### src/rtl/peripheral_wb_master_bb.sv
`default_nettype none
// ============================================================================
// Module   : peripheral_wb_master_bb
// Purpose  : Command-driven Wishbone B4 burst master. A command (address, byte
//            select, 1..16 beats, read/write) is accepted in IDLE. It is then
//            executed as a linear incrementing burst with retry, error and
//            timeout handling, and reported by a one-cycle done or err pulse.
// Ports    : wb_clk, wb_rst_n        - clock, async active-low reset
//            cmd_*                   - command handshake and fields
//            wdat/wdat_valid/_ready  - write-data stream (one word per beat)
//            rdat/rdat_valid         - read-data stream (no backpressure)
//            done, err               - completion pulses
//            wb_*_o / wb_*_i         - Wishbone master signals
// Revision : 1.0 - initial release
// ============================================================================
module peripheral_wb_master_bb #(
  parameter int DW      = 32,
  parameter int AW      = 32,
  parameter int TIMEOUT = 256
) (
  input  logic            wb_clk,
  input  logic            wb_rst_n,
  input  logic            cmd_valid,
  output logic            cmd_ready,
  input  logic            cmd_we,
  input  logic [AW-1:0]   cmd_adr,
  input  logic [DW/8-1:0] cmd_sel,
  input  logic [3:0]      cmd_len,
  input  logic [DW-1:0]   wdat,
  input  logic            wdat_valid,
  output logic            wdat_ready,
  output logic [DW-1:0]   rdat,
  output logic            rdat_valid,
  output logic            done,
  output logic            err,
  output logic [AW-1:0]   wb_adr_o,
  output logic [DW-1:0]   wb_dat_o,
  output logic [DW/8-1:0] wb_sel_o,
  output logic            wb_we_o,
  output logic            wb_cyc_o,
  output logic            wb_stb_o,
  output logic [2:0]      wb_cti_o,
  output logic [1:0]      wb_bte_o,
  input  logic [DW-1:0]   wb_dat_i,
  input  logic            wb_ack_i,
  input  logic            wb_err_i,
  input  logic            wb_rty_i
);

  // Counter only has to hold 0..TIMEOUT-1.
  localparam int            c_tmo_w    = (TIMEOUT > 1) ? $clog2(TIMEOUT) : 1;
  localparam logic [c_tmo_w-1:0] c_tmo_last = c_tmo_w'(TIMEOUT - 1);
  localparam logic [AW-1:0] c_adr_step = AW'(DW / 8);
  localparam logic [2:0]    c_cti_classic = 3'b000;
  localparam logic [2:0]    c_cti_incr    = 3'b010;
  localparam logic [2:0]    c_cti_end     = 3'b111;

  typedef enum logic [1:0] {
    IDLE = 2'd0,
    BUS  = 2'd1,
    RESP = 2'd2
  } state_t;

  state_t               r_state;
  logic                 r_cmd_ready;
  logic                 r_we;
  logic [AW-1:0]        r_adr;
  logic [DW/8-1:0]      r_sel;
  logic [DW-1:0]        r_dat;
  logic                 r_cyc;
  logic                 r_stb;
  logic [2:0]           r_cti;
  logic [3:0]           r_left;      // beats remaining after the current one
  logic [c_tmo_w-1:0]   r_tmo;
  logic [DW-1:0]        r_rdat;
  logic                 r_rdat_valid;
  logic                 r_done;
  logic                 r_err;

  logic w_strobe;
  logic w_ack;
  logic w_err;
  logic w_silent;
  logic w_abort;
  logic w_wacc;

  // Slave responses only count during a strobe; err beats ack beats rty.
  assign w_strobe = r_cyc & r_stb;
  assign w_err    = w_strobe & wb_err_i;
  assign w_ack    = w_strobe & wb_ack_i & ~wb_err_i;
  assign w_silent = w_strobe & ~wb_ack_i & ~wb_err_i & ~wb_rty_i;
  // A silent strobe with the counter already at TIMEOUT-1 aborts like err.
  assign w_abort  = w_err | (w_silent & (r_tmo == c_tmo_last));

  // For writes the strobe doubles as the "beat pending" flag.
  assign wdat_ready = (r_state == BUS) & r_we & ~r_stb;
  assign w_wacc     = wdat_ready & wdat_valid;

  always_ff @(posedge wb_clk or negedge wb_rst_n) begin
    if (!wb_rst_n) begin
      r_state      <= IDLE;
      r_cmd_ready  <= 1'b0;
      r_we         <= 1'b0;
      r_adr        <= '0;
      r_sel        <= '0;
      r_dat        <= '0;
      r_cyc        <= 1'b0;
      r_stb        <= 1'b0;
      r_cti        <= c_cti_classic;
      r_left       <= 4'd0;
      r_tmo        <= '0;
      r_rdat       <= '0;
      r_rdat_valid <= 1'b0;
      r_done       <= 1'b0;
      r_err        <= 1'b0;
    end else begin
      r_rdat_valid <= 1'b0;
      r_done       <= 1'b0;
      r_err        <= 1'b0;
      case (r_state)
        IDLE: begin
          r_cmd_ready <= 1'b1;
          if (cmd_valid && r_cmd_ready) begin
            r_cmd_ready <= 1'b0;
            r_state     <= BUS;
            r_we        <= cmd_we;
            r_adr       <= cmd_adr;
            r_sel       <= cmd_sel;
            r_left      <= cmd_len;
            r_cti       <= (cmd_len == 4'd0) ? c_cti_classic : c_cti_incr;
            r_cyc       <= 1'b1;
            r_stb       <= ~cmd_we;   // reads strobe at once, writes wait for data
            r_tmo       <= '0;
          end
        end
        BUS: begin
          if (w_wacc) begin
            r_dat <= wdat;
            r_stb <= 1'b1;
          end
          if (w_abort) begin
            r_cyc   <= 1'b0;
            r_stb   <= 1'b0;
            r_err   <= 1'b1;
            r_tmo   <= '0;
            r_state <= RESP;
          end else if (w_ack) begin
            r_adr <= r_adr + c_adr_step;
            r_tmo <= '0;
            if (!r_we) begin
              r_rdat       <= wb_dat_i;
              r_rdat_valid <= 1'b1;
            end
            if (r_left == 4'd0) begin
              r_cyc   <= 1'b0;
              r_stb   <= 1'b0;
              r_done  <= 1'b1;
              r_state <= RESP;
            end else begin
              r_left <= r_left - 4'd1;
              r_cti  <= (r_left == 4'd1) ? c_cti_end : c_cti_incr;
              if (r_we) begin
                r_stb <= 1'b0;
              end
            end
          end else if (w_silent) begin
            r_tmo <= r_tmo + c_tmo_w'(1);
          end else begin
            // rty, or no strobe (write wait state): restart the count
            r_tmo <= '0;
          end
        end
        RESP: begin
          r_state     <= IDLE;
          r_cmd_ready <= 1'b1;
        end
        default: begin
          r_state <= IDLE;
        end
      endcase
    end
  end

  assign cmd_ready  = r_cmd_ready;
  assign rdat       = r_rdat;
  assign rdat_valid = r_rdat_valid;
  assign done       = r_done;
  assign err        = r_err;
  assign wb_adr_o   = r_adr;
  assign wb_dat_o   = r_dat;
  assign wb_sel_o   = r_sel;
  assign wb_we_o    = r_we;
  assign wb_cyc_o   = r_cyc;
  assign wb_stb_o   = r_stb;
  assign wb_cti_o   = r_cti;
  assign wb_bte_o   = 2'b00;

endmodule
`default_nettype wire

### config.mk
export PLATFORM = sky130hd
export DESIGN_NAME = peripheral_wb_master_bb
export DESIGN_NICKNAME = d
export VERILOG_FILES = /design/src/rtl/peripheral_wb_master_bb.sv
export SDC_FILE = /design/constraint.sdc
export NUM_CORES = 1
export LEC_CHECK = 0
export ABC_AREA = 1
export BUFFER_PORTS_ARGS = -buffer_cell sky130_fd_sc_hd__clkbuf_2
export CORE_MARGIN = 3
export CORE_UTILIZATION = 25
export CTS_BUF_LIST = sky130_fd_sc_hd__clkbuf_8
export CTS_CLUSTER_SIZE = 12
export DETAILED_ROUTE_END_ITERATION = 10
export PLACE_DENSITY = 0.51
export SLEW_MARGIN = 0
export SYNTH_ARGS = -nofsm -noshare
export SYNTH_HDL_FRONTEND = slang
export SYNTH_SLANG_ARGS = --single-unit
### constraint.sdc
create_clock -name wb_clk -period 1.65 [get_ports wb_clk]
set_input_delay 0.2475 -clock wb_clk [delete_from_list [all_inputs] [get_ports wb_clk]]
set_output_delay 0.2475 -clock wb_clk [all_outputs]
set_load 0.005 [all_outputs]
==> qor.txt <==
Tcrit/Tclk final: 96.06%
CP endpoint kind: primary output
htree depth: 4
area leader, netlist: dfrtp_1
synthesized instance count: 800
grt ovf: 0
kind of critical path: flop to primary output
Setup crit start kind: flop
Die H: 165.9 um
Multi-input gate area: 0.002977 mm^2
average size of a mapped cell: 7.986 um^2
CP Data Required Time: 1.40 ns
number of synthesized register bits: 123
dpl cells: 1362
final wirelength: 21.10 mm
register area: 0.003083 mm^2
Worst VDD drop: 0.7646 mV
Max-Cap Viols: 0
most frequent cells in the layout: nand2_1 (277), clkbuf_2 (220), dfrtp_1 (119)
RSZ-0062 raised after global routing: true
Sink Count: 123
initial antenna violation count: 2
commonest non-fill, non-tap cell in the layout: nand2_1
DRC viols: 0
FFs w/ async S/R, synth: 100.0%
root buffer cell: clkbuf_8
Post-Layout Cell Count: 1455
Hold Path Depth: 2
fmax: 630.9 MHz
Leak: 4.851 nW
Fill cells: 2561
io pins: 225
CP max stage delay: 0.40 ns
Hold Fails Final Rpt: 0
layout cells sized above 1: 32.45%
Clock Path Buffers: 2
Crit-path slowest cell: dfrtp_1
number of CTS-inserted buffers: 17
CP arrival: 1.34 ns
largest net degree at the start of global routing: 64
routed len/inst: 14.50 um
Site Rows: 57
R2R depth: 9
core footprint: 0.02475 mm^2
CTS tree: built
CP Cell Sequence: inv_2 > nand2_4 > nor3_4 > clkbuf_8
post-route minimum period: 1.585 ns
n_diodes: 0
status: complete, no violations
chip width: 165.9 um
PwrDens: 1661 mW/mm^2
die area: 0.02751 mm^2
CP Max Fanout: 3
synth unique cells: 34
HPWL reported at the end of detailed placement: 15.56 mm
Post-synth EDFFs: 0
vias per cell: 4.337
clock-pin slew on the worst setup and hold paths: 0.09 ns
top cells by area, synth: dfrtp_1 (48%), nand2_1 (16%), mux2_4 (6.8%)
Seq/Total Area, Yosys: 48.18%
GRT Overall Usage: 15.37%
Area Overhead vs Synth: 45.14%
TNS Setup: 0 ns
Yosys top cell area share: 48.18%
antenna-violating nets left: 0
clk_skew: 0.02306 ns
first-pass GRT wire length: 34.38 mm
ys flop type: dfrtp_1
First-pass DRT Iterations: 4
Post-Syn Area: 0.006389 mm^2
Initial Util: 25.82%
Final #Nets: 1235
vias: 6311
area of placed instances: 0.008175 mm^2
Hold Crit Class: primary input to flop
endpoints failing setup: 0
GPL Wtd Cong: 0.8249
Finished Cell Area: 0.009273 mm^2
Starting DRT DRC Count: 304
Final Max Slew Viols: 0
Worst-Skew Late Latency: 0.45 ns
Buffers on Ports: 222
YS warnings: 0
vias in the first global route: 6598
[logic make-up (layout without fill, tap and decap cells)]
kind of cell / after synthesis / after routing / synth area share (%)
adders and majority gates: 5 / 5 / 0.9792
AOI/OAI and AO/OA: 85 / 85 / 7.070
buffers and inverters: 91 / 421 / 6.306
and+or+nand+nor: 456 / 456 / 29.10
DFF: 123 / 123 / 48.18
other: 1 / 2 / 0.05870
xor gates and xnor gates: 7 / 7 / 0.9597
muxes: 32 / 32 / 7.344
[per-layer routing]
metal	share of wire [%]	up-vias	wire, um	GRT usage, %
li1	-	3183	-	-
met1	43	2917	9010	18.51
met2	49	196	10250	26.30
met3	7.9	11	1675	5.975
met4	0.64	4	135	3.038
met5	0.13	-	27	0
[what timing repair did]
| action | 4_1_cts | 5_1_grt |
|---|---|---|
| gates resized for setup | 4 | 27 |
| setup endpoints to repair | 1 | 76 |
| setup buffers | 1 | 1 |
| endpoints found under the hold margin | 182 | 0 |
| hold buffers | 60 | 0 |
| pin swaps | 2 | 1 |
[worst paths after layout]
| kind | slack (ns) | to | startpoint |
|---|---|---|---|
| worst min register to register | 0.49 | wb_adr_o[1] | wb_adr_o[1] |
| worst max register to register | 0.10 | wb_adr_o[7] | r_state[1] |
| min in group asynchronous | 0.14 | wb_dat_o[30] | wb_rst_n |
| max in group asynchronous | 0.93 | wb_adr_o[14] | wb_rst_n |
| worst max-delay path | 0.07 | wdat_ready | r_state[1] |
| worst min-delay path | 0.04 | wb_dat_o[25] | wdat[25] |
[worst max-delay path, delay by kind of cell (launching register included)]
family,cells,cell delay [ns]
buffers and inverters,2,0.28
DFF,1,0.40
and+or+nand+nor,2,0.23
[stage by stage]
step                      total power (W)  setup WS [ns]  utilization (%)  hold WS [ns]
after floorplan                  0.009094         0.1296                -      -0.04809
after global placement            0.01244      -0.009960            33.04       0.06752
after detailed placement          0.01249        0.03236            33.04       0.07137
after CTS                         0.01547       0.004914            37.13     0.0009307
after global routing              0.01678       -0.04059            37.47      0.005403
final                             0.01540        0.06508            37.47       0.04076
[layout make-up]
| class | count | share of cell area, % |
|---|---|---|
| sequential | 123 | 33.25 |
| multi-input combinational | 587 | 32.10 |
| timing repair buffer | 328 | 23.51 |
| tap | 324 | 4.372 |
| clock buffer | 17 | 2.523 |
| inverter | 61 | 2.496 |
| clock inverter | 15 | 1.754 |
[sequential cells by signal, indices dropped and copies added (netlist names)]
signal,cells
wb_we_o,1
rdat,32
wb_stb_o,1
rdat_valid,1
wb_adr_o,32
r_state,2
wb_cti_o,2
wb_dat_o,32
err,1
r_tmo,8
done,1
cmd_ready,1
wb_sel_o,4
wb_cyc_o,1
r_left,4
[power breakdown]
part | internal, W | switching, W
sequential | 0.00434 | 0.00112
clock | 0.00116 | 0.00156
combinational | 0.00339 | 0.00382
[synthesized netlist by cell type, types with 2 or more instances]
cell	count
nand3_1	47
buf_2	7
xor2_1	3
o21ai_0	61
a31oi_1	5
xnor2_1	4
nand2_1	279
inv_2	2
ha_1	5
mux2_2	3
nand4_1	7
nand2_4	2
clkbuf_1	13
nor3_4	2
buf_6	4
dfrtp_1	123
a21oi_1	12
mux2_4	29
buf_4	6
nor3_1	3
o21bai_1	3
nor2_1	110
inv_1	59
Power figures use the tool's default switching activity.
